--- src/rtl/uart_pkg.sv ---
// Shared types for the UART transmit arbiter: FSM state encoding,
// tx_status field positions and stop-bit encodings.
package uart_pkg;

  typedef enum logic [1:0] {
    IDLE  = 2'd0,
    GRANT = 2'd1,
    START = 2'd2,
    WAIT  = 2'd3
  } uart_state_e;

  localparam int ST_STROBE    = 0;
  localparam int ST_DBITS_LSB = 1;
  localparam int ST_PARITY    = 5;
  localparam int ST_STOP_LSB  = 6;

  localparam logic [1:0] STOP_ONE = 2'd1;
  localparam logic [1:0] STOP_TWO = 2'd2;

  // 0 is promoted to one stop bit, anything above two is clamped to two.
  function automatic logic [1:0] stop_encode(input logic [1:0] cfg);
    return (cfg == 2'd2 || cfg == 2'd3) ? STOP_TWO : STOP_ONE;
  endfunction

endpackage

--- src/rtl/uart_rr_arbiter.sv ---
// Combinational round-robin pick: first set request at or after i_rr_ptr,
// wrapping from NUM_REQ-1 back to 0.
module uart_rr_arbiter #(
  parameter int NUM_REQ = 4,
  parameter int PTR_W   = $clog2(NUM_REQ)
) (
  input  logic [NUM_REQ-1:0] i_req,
  input  logic [PTR_W-1:0]   i_rr_ptr,
  output logic               o_any,
  output logic [PTR_W-1:0]   o_winner
);

  logic [PTR_W-1:0] w_idx;

  // Scan from the farthest offset down so the nearest set request wins.
  always_comb begin
    o_any    = 1'b0;
    o_winner = '0;
    w_idx    = '0;
    for (int k = NUM_REQ - 1; k >= 0; k--) begin
      w_idx = PTR_W'((int'(i_rr_ptr) + k) % NUM_REQ);
      if (i_req[w_idx]) begin
        o_any    = 1'b1;
        o_winner = w_idx;
      end
    end
  end

endmodule

--- src/rtl/uart_tx_arbiter.sv ---
// Round-robin arbiter feeding one UART transmitter. Optional WAIT timeout
// with sticky timeout_err is enabled by defining UART_TX_ARB_TIMEOUT_EN.
//
// state | meaning
// IDLE  | no frame in flight; arbitrate pending requests
// GRANT | one-cycle gnt pulse to the latched winner
// START | one-cycle transmit strobe with latched config
// WAIT  | frame on the wire; leave on tx_done (or timeout)
module uart_tx_arbiter
  import uart_pkg::*;
#(
  parameter int NUM_REQ = 4,
  parameter int DATA_W  = 8
`ifdef UART_TX_ARB_TIMEOUT_EN
  ,
  parameter int TIMEOUT_CYC = 2_000_000
`endif
) (
  input  logic                         clk,
  input  logic                         rst,
  input  logic [NUM_REQ-1:0]           req,
  input  logic [NUM_REQ*DATA_W-1:0]    req_data,
  input  logic [3:0]                   cfg_data_bits,
  input  logic                         cfg_parity_en,
  input  logic [1:0]                   cfg_stop_bits,
  input  logic                         tx_done,
  output logic [NUM_REQ-1:0]           gnt,
  output logic [31:0]                  tx_data,
  output logic [31:0]                  tx_status,
  output logic                         busy,
  output logic [$clog2(NUM_REQ)-1:0]   owner
`ifdef UART_TX_ARB_TIMEOUT_EN
  ,
  output logic                         timeout_err
`endif
);

  localparam int PW = $clog2(NUM_REQ);

  uart_state_e       r_state;
  uart_state_e       w_next;
  logic [PW-1:0]     r_rr_ptr;
  logic [PW-1:0]     r_owner;
  logic [DATA_W-1:0] r_data;
  logic [3:0]        r_data_bits;
  logic              r_parity;
  logic [1:0]        r_stop;
  logic              w_any;
  logic [PW-1:0]     w_winner;
  logic              w_latch;
  logic              w_to_hit;

  uart_rr_arbiter #(
    .NUM_REQ (NUM_REQ),
    .PTR_W   (PW)
  ) u_rr (
    .i_req    (req),
    .i_rr_ptr (r_rr_ptr),
    .o_any    (w_any),
    .o_winner (w_winner)
  );

  assign w_latch = (r_state == IDLE) && w_any;

  always_ff @(posedge clk) begin
    if (rst) begin
      r_state     <= IDLE;
      r_rr_ptr    <= '0;
      r_owner     <= '0;
      r_data      <= '0;
      r_data_bits <= '0;
      r_parity    <= 1'b0;
      r_stop      <= '0;
    end else begin
      r_state <= w_next;
      if (w_latch) begin
        r_owner     <= w_winner;
        r_rr_ptr    <= (w_winner == PW'(NUM_REQ - 1)) ? '0 : w_winner + PW'(1);
        r_data      <= req_data[int'(w_winner)*DATA_W +: DATA_W];
        r_data_bits <= cfg_data_bits;
        r_parity    <= cfg_parity_en;
        r_stop      <= stop_encode(cfg_stop_bits);
      end
    end
  end

  always_comb begin
    w_next = r_state;
    case (r_state)
      IDLE:    if (w_any) w_next = GRANT;
      GRANT:   w_next = START;
      START:   w_next = WAIT;
      WAIT:    if (tx_done || w_to_hit) w_next = IDLE;
      default: w_next = IDLE;
    endcase
  end

`ifdef UART_TX_ARB_TIMEOUT_EN
  localparam int TW = $clog2(TIMEOUT_CYC + 1);

  logic [TW-1:0] r_to_cnt;
  logic          r_timeout_err;

  // Loaded on the way into WAIT so that WAIT lasts exactly TIMEOUT_CYC cycles.
  assign w_to_hit = (r_state == WAIT) && !tx_done && (r_to_cnt == '0);

  always_ff @(posedge clk) begin
    if (rst) begin
      r_to_cnt      <= '0;
      r_timeout_err <= 1'b0;
    end else begin
      if (r_state == START)
        r_to_cnt <= TW'(TIMEOUT_CYC - 1);
      else if (r_state == WAIT && r_to_cnt != '0)
        r_to_cnt <= r_to_cnt - TW'(1);
      if (w_to_hit)
        r_timeout_err <= 1'b1;
    end
  end

  assign timeout_err = r_timeout_err;
`else
  assign w_to_hit = 1'b0;
`endif

  always_comb begin
    gnt = '0;
    if (r_state == GRANT) gnt[r_owner] = 1'b1;
  end

  always_comb begin
    tx_status                       = '0;
    tx_status[ST_STOP_LSB +: 2]     = r_stop;
    tx_status[ST_PARITY]            = r_parity;
    tx_status[ST_DBITS_LSB +: 4]    = r_data_bits;
    tx_status[ST_STROBE]            = (r_state == START);
  end

  assign tx_data = 32'(r_data);
  assign busy    = (r_state != IDLE);
  assign owner   = r_owner;

endmodule
--- config.mk ---
export PLATFORM = sky130hd
export DESIGN_NAME = uart_tx_arbiter
export DESIGN_NICKNAME = d
export VERILOG_FILES = /design/src/rtl/uart_pkg.sv /design/src/rtl/uart_rr_arbiter.sv /design/src/rtl/uart_tx_arbiter.sv
export SDC_FILE = /design/constraint.sdc
export NUM_CORES = 1
export LEC_CHECK = 0
export CAP_MARGIN = 20
export CORE_AREA = 8 8 80 82
export CTS_CLUSTER_SIZE = 24
export DETAILED_ROUTE_END_ITERATION = 10
export DIE_AREA = 0 0 88 90
export PLACE_DENSITY = 0.82
export SYNTH_ARGS = -nofsm -noshare
export SYNTH_HDL_FRONTEND = slang
export SYNTH_HIERARCHICAL = 1
export SYNTH_SLANG_ARGS = --single-unit
--- constraint.sdc ---
create_clock -name clk -period 1.7 [get_ports clk]
set_input_delay 0.34 -clock clk [delete_from_list [all_inputs] [get_ports clk]]
set_output_delay 0.34 -clock clk [all_outputs]
set_load 0.02 [all_outputs]
==> results_dict.tcl, run 1 <==
set metrics [dict create \
    ant_nets 0 \
    hold-worst-slack_ps 455 \
    ys_ff_latch 21 \
    globalRouteTotalUtil_pct 11.2 \
    fin_crit_ps 1820 \
    cts-root-buf "clkbuf_8" \
    first_global_vias 1542 \
    dieArea_um2 7920 \
    syn_area_per_cell_um2 8.44 \
    fmax_mhz 549 \
    die_width_um 88 \
    wl_um 4530 \
    drc 0 \
    synthCells 179 \
    cpMaxStageDelayCell "mux4_2" \
    ys_types 28 \
    start_util_pct 28.9 \
    power.total_mw 3.19 \
    drive_above_1_share_pct 18.4 \
    ys_warn_count 6 \
    timing.final.ws_setup_ps -123 \
    seq_area_um2 425 \
    globalRouteOverflowTotal 0 \
    postCtsHoldBufs 0 \
    drtIter0Drc 18 \
    clock_skew_ps 1.82 \
    p_per_area_nw_per_um2 1390 \
    critPathMaxStageDelay_ps 490 \
    failed_checks "negative setup slack" \
    leakage_nw 0.994 \
    reg2reg_slack_ps -120 \
    grt_max_degree 22 \
    peakVddDrop_v 0.000524 \
    startpoint_type "flip-flop" \
    fin_crit_sh_pct 107 \
    placed_area_um2 2180 \
    pre_cts_ws_ps -503 \
    insertion_delay_ps 260 \
    multi_input_area_um2 897 \
    cp_data_required_time_ps 1850 \
    clockBufferDepth 2 \
    yosysSeqAreaShare_pct 27.8 \
    grt_setup_unrepaired "yes" \
    finalMaxSlewViolations 0 \
    fin_nets 314 \
    hold_viol_final 0 \
    path_max_fanout 4 \
    cp.arrival_ps 1970 \
    cts_buffers 3 \
    gp_congestion 0.678 \
    worstSetupPathType "flip-flop to flip-flop" \
    status "finished with violations" \
    grt_antenna_before_repair 0 \
    nFillCells 536 \
    htreeDepth 1 \
    area_growth_pct 51.7 \
    crit_chain "mux2i_4 > a211oi_4 > buf_8 > mux4_2 > nand2_1 > a21oi_1" \
    vias_per_cell 4.03 \
    rows 27 \
    diodes 0 \
    place_hpwl_um 3530 \
    pin_count 117 \
    cts_tree "done" \
    clkSinkCount 21 \
    final.setup.tns_ps -1000 \
    endpoint_kind "flip-flop" \
    core_um2 5240 \
    grt_pass1_wl_um 7070 \
    setup_viol 9 \
    maxCapViolCount 0 \
    avgRoutedWirePerCell_um 13.6 \
    vias 1342 \
    final_area_um2 2290 \
    min_path_type "flip-flop to flip-flop" \
    drt_first_pass_iters 3 \
    die_h_um 90 \
    synth_area_um2 1510 \
    portBuffers 67 \
    clk_pin_slew_ps 80 \
]
-- cell type report --
cell class                      instances  share of cell area [%]
Clock inverter                          1                   0.218
Inverter                                3                   0.491
Clock buffer                            3                    1.80
Tap cell                               72                    3.93
Multi-Input combinational cell        146                    39.1
Timing Repair Buffer                   87                    35.9
Sequential cell                        21                    18.6
-- synth_stat cells (all sizes together) --
cell	count	share of area (%)
buf	54	27
a211oi	3	1.8
nor3b	2	0.99
inv	3	0.74
o21ai	1	0.33
or3b	1	0.58
nor3	1	0.33
and2	1	0.41
mux2i	1	0.66
clkbuf	2	0.50
conb	1	0.25
nor4	1	0.41
a21oi	20	6.6
dfxtp	21	28
mux4	8	12
or3	1	0.41
and3	1	0.41
nor2b	2	0.83
and3b	1	0.58
ha	6	5.0
nor2	6	1.5
nand2b	2	0.83
nand2	39	9.9
o21a	1	0.50
-- what timing repair did --
action,4_1_cts,5_1_grt
cloned,0,0
setup buffers,5,0
pin swaps,11,6
endpoints found under the setup margin,16,14
resized for setup,23,18
-- critical path, delay by kind of cell (launching register included) --
kind	cells	cell delay, ps
buffers and inverters	1	170
muxes	2	680
AOI/OAI and AO/OA	2	410
and+or+nand+nor	1	70
DFF	1	370
-- sequential cells by signal, indices dropped and copies added (netlist names) --
register     flops
r_data           8
owner            2
r_parity         1
r_data_bits      4
r_stop           2
r_state          2
r_rr_ptr         2
-- per-layer routing --
layer | wire length (um) | global-route usage [%]
met3 | 386 | 2.46
met4 | 75 | 4.45
met5 | 0 | 0
met1 | 1850 | 12.0
met2 | 2220 | 20.3
-- metrics by stage --
stage               cells  utilization [%]
floorplan             226                -
global placement      325             41.7
detailed placement    325             41.7
CTS                   334             43.8
global route          333             43.8
finish                333             43.8
-- path summary, 6_finish.rpt --
kind / end / start / cells after the start
setup / recovery: r_data[4] / r_rr_ptr[1] / 6
hold / removal: r_data_bits[2] / r_data_bits[2] / 2
setup reg to reg: r_data[4] / r_rr_ptr[1] / 6
hold reg to reg: r_data_bits[2] / r_data_bits[2] / 2
-- where the power goes --
| group | internal [mW] | switching (mW) |
|---|---|---|
| Clock | 0.163 | 0.171 |
| Combinational | 1.02 | 1.03 |
| Sequential | 0.677 | 0.126 |
| Total | 1.86 | 1.33 |
-- cell usage in the layout, fill, tap and decap left out, types with 2 or more instances in the layout --
cell type        count
clkdlybuf4s50_1     57
conb_1              48
nand2_1             37
dfxtp_1             19
a21oi_1             18
buf_4               16
mux4_2               8
ha_1                 6
nor2_1               5
clkbuf_2             5
dlygate4sd2_1        4
inv_1                3
clkbuf_8             3
nor3b_1              2
nand2_2              2
nor2b_1              2
buf_8                2
-- cell families (layout without fill, tap and decap cells) --
group,Yosys count,count (layout),share of synthesized area (%)
simple gates,58,58,17.1
compound gates,25,25,9.27
buf+inv,59,94,28.0
flops,21,21,27.8
mux,9,9,12.6
fa+ha+maj,6,6,4.97
other cells,1,48,0.248
Power figures use the tool's default switching activity.
==> run 2: changes to the inputs <==
GPL_ROUTABILITY_DRIVEN = 1   (was unset)
==> results of run 2 <==
Final layout, timing and power as in run 1 (identical DEF).
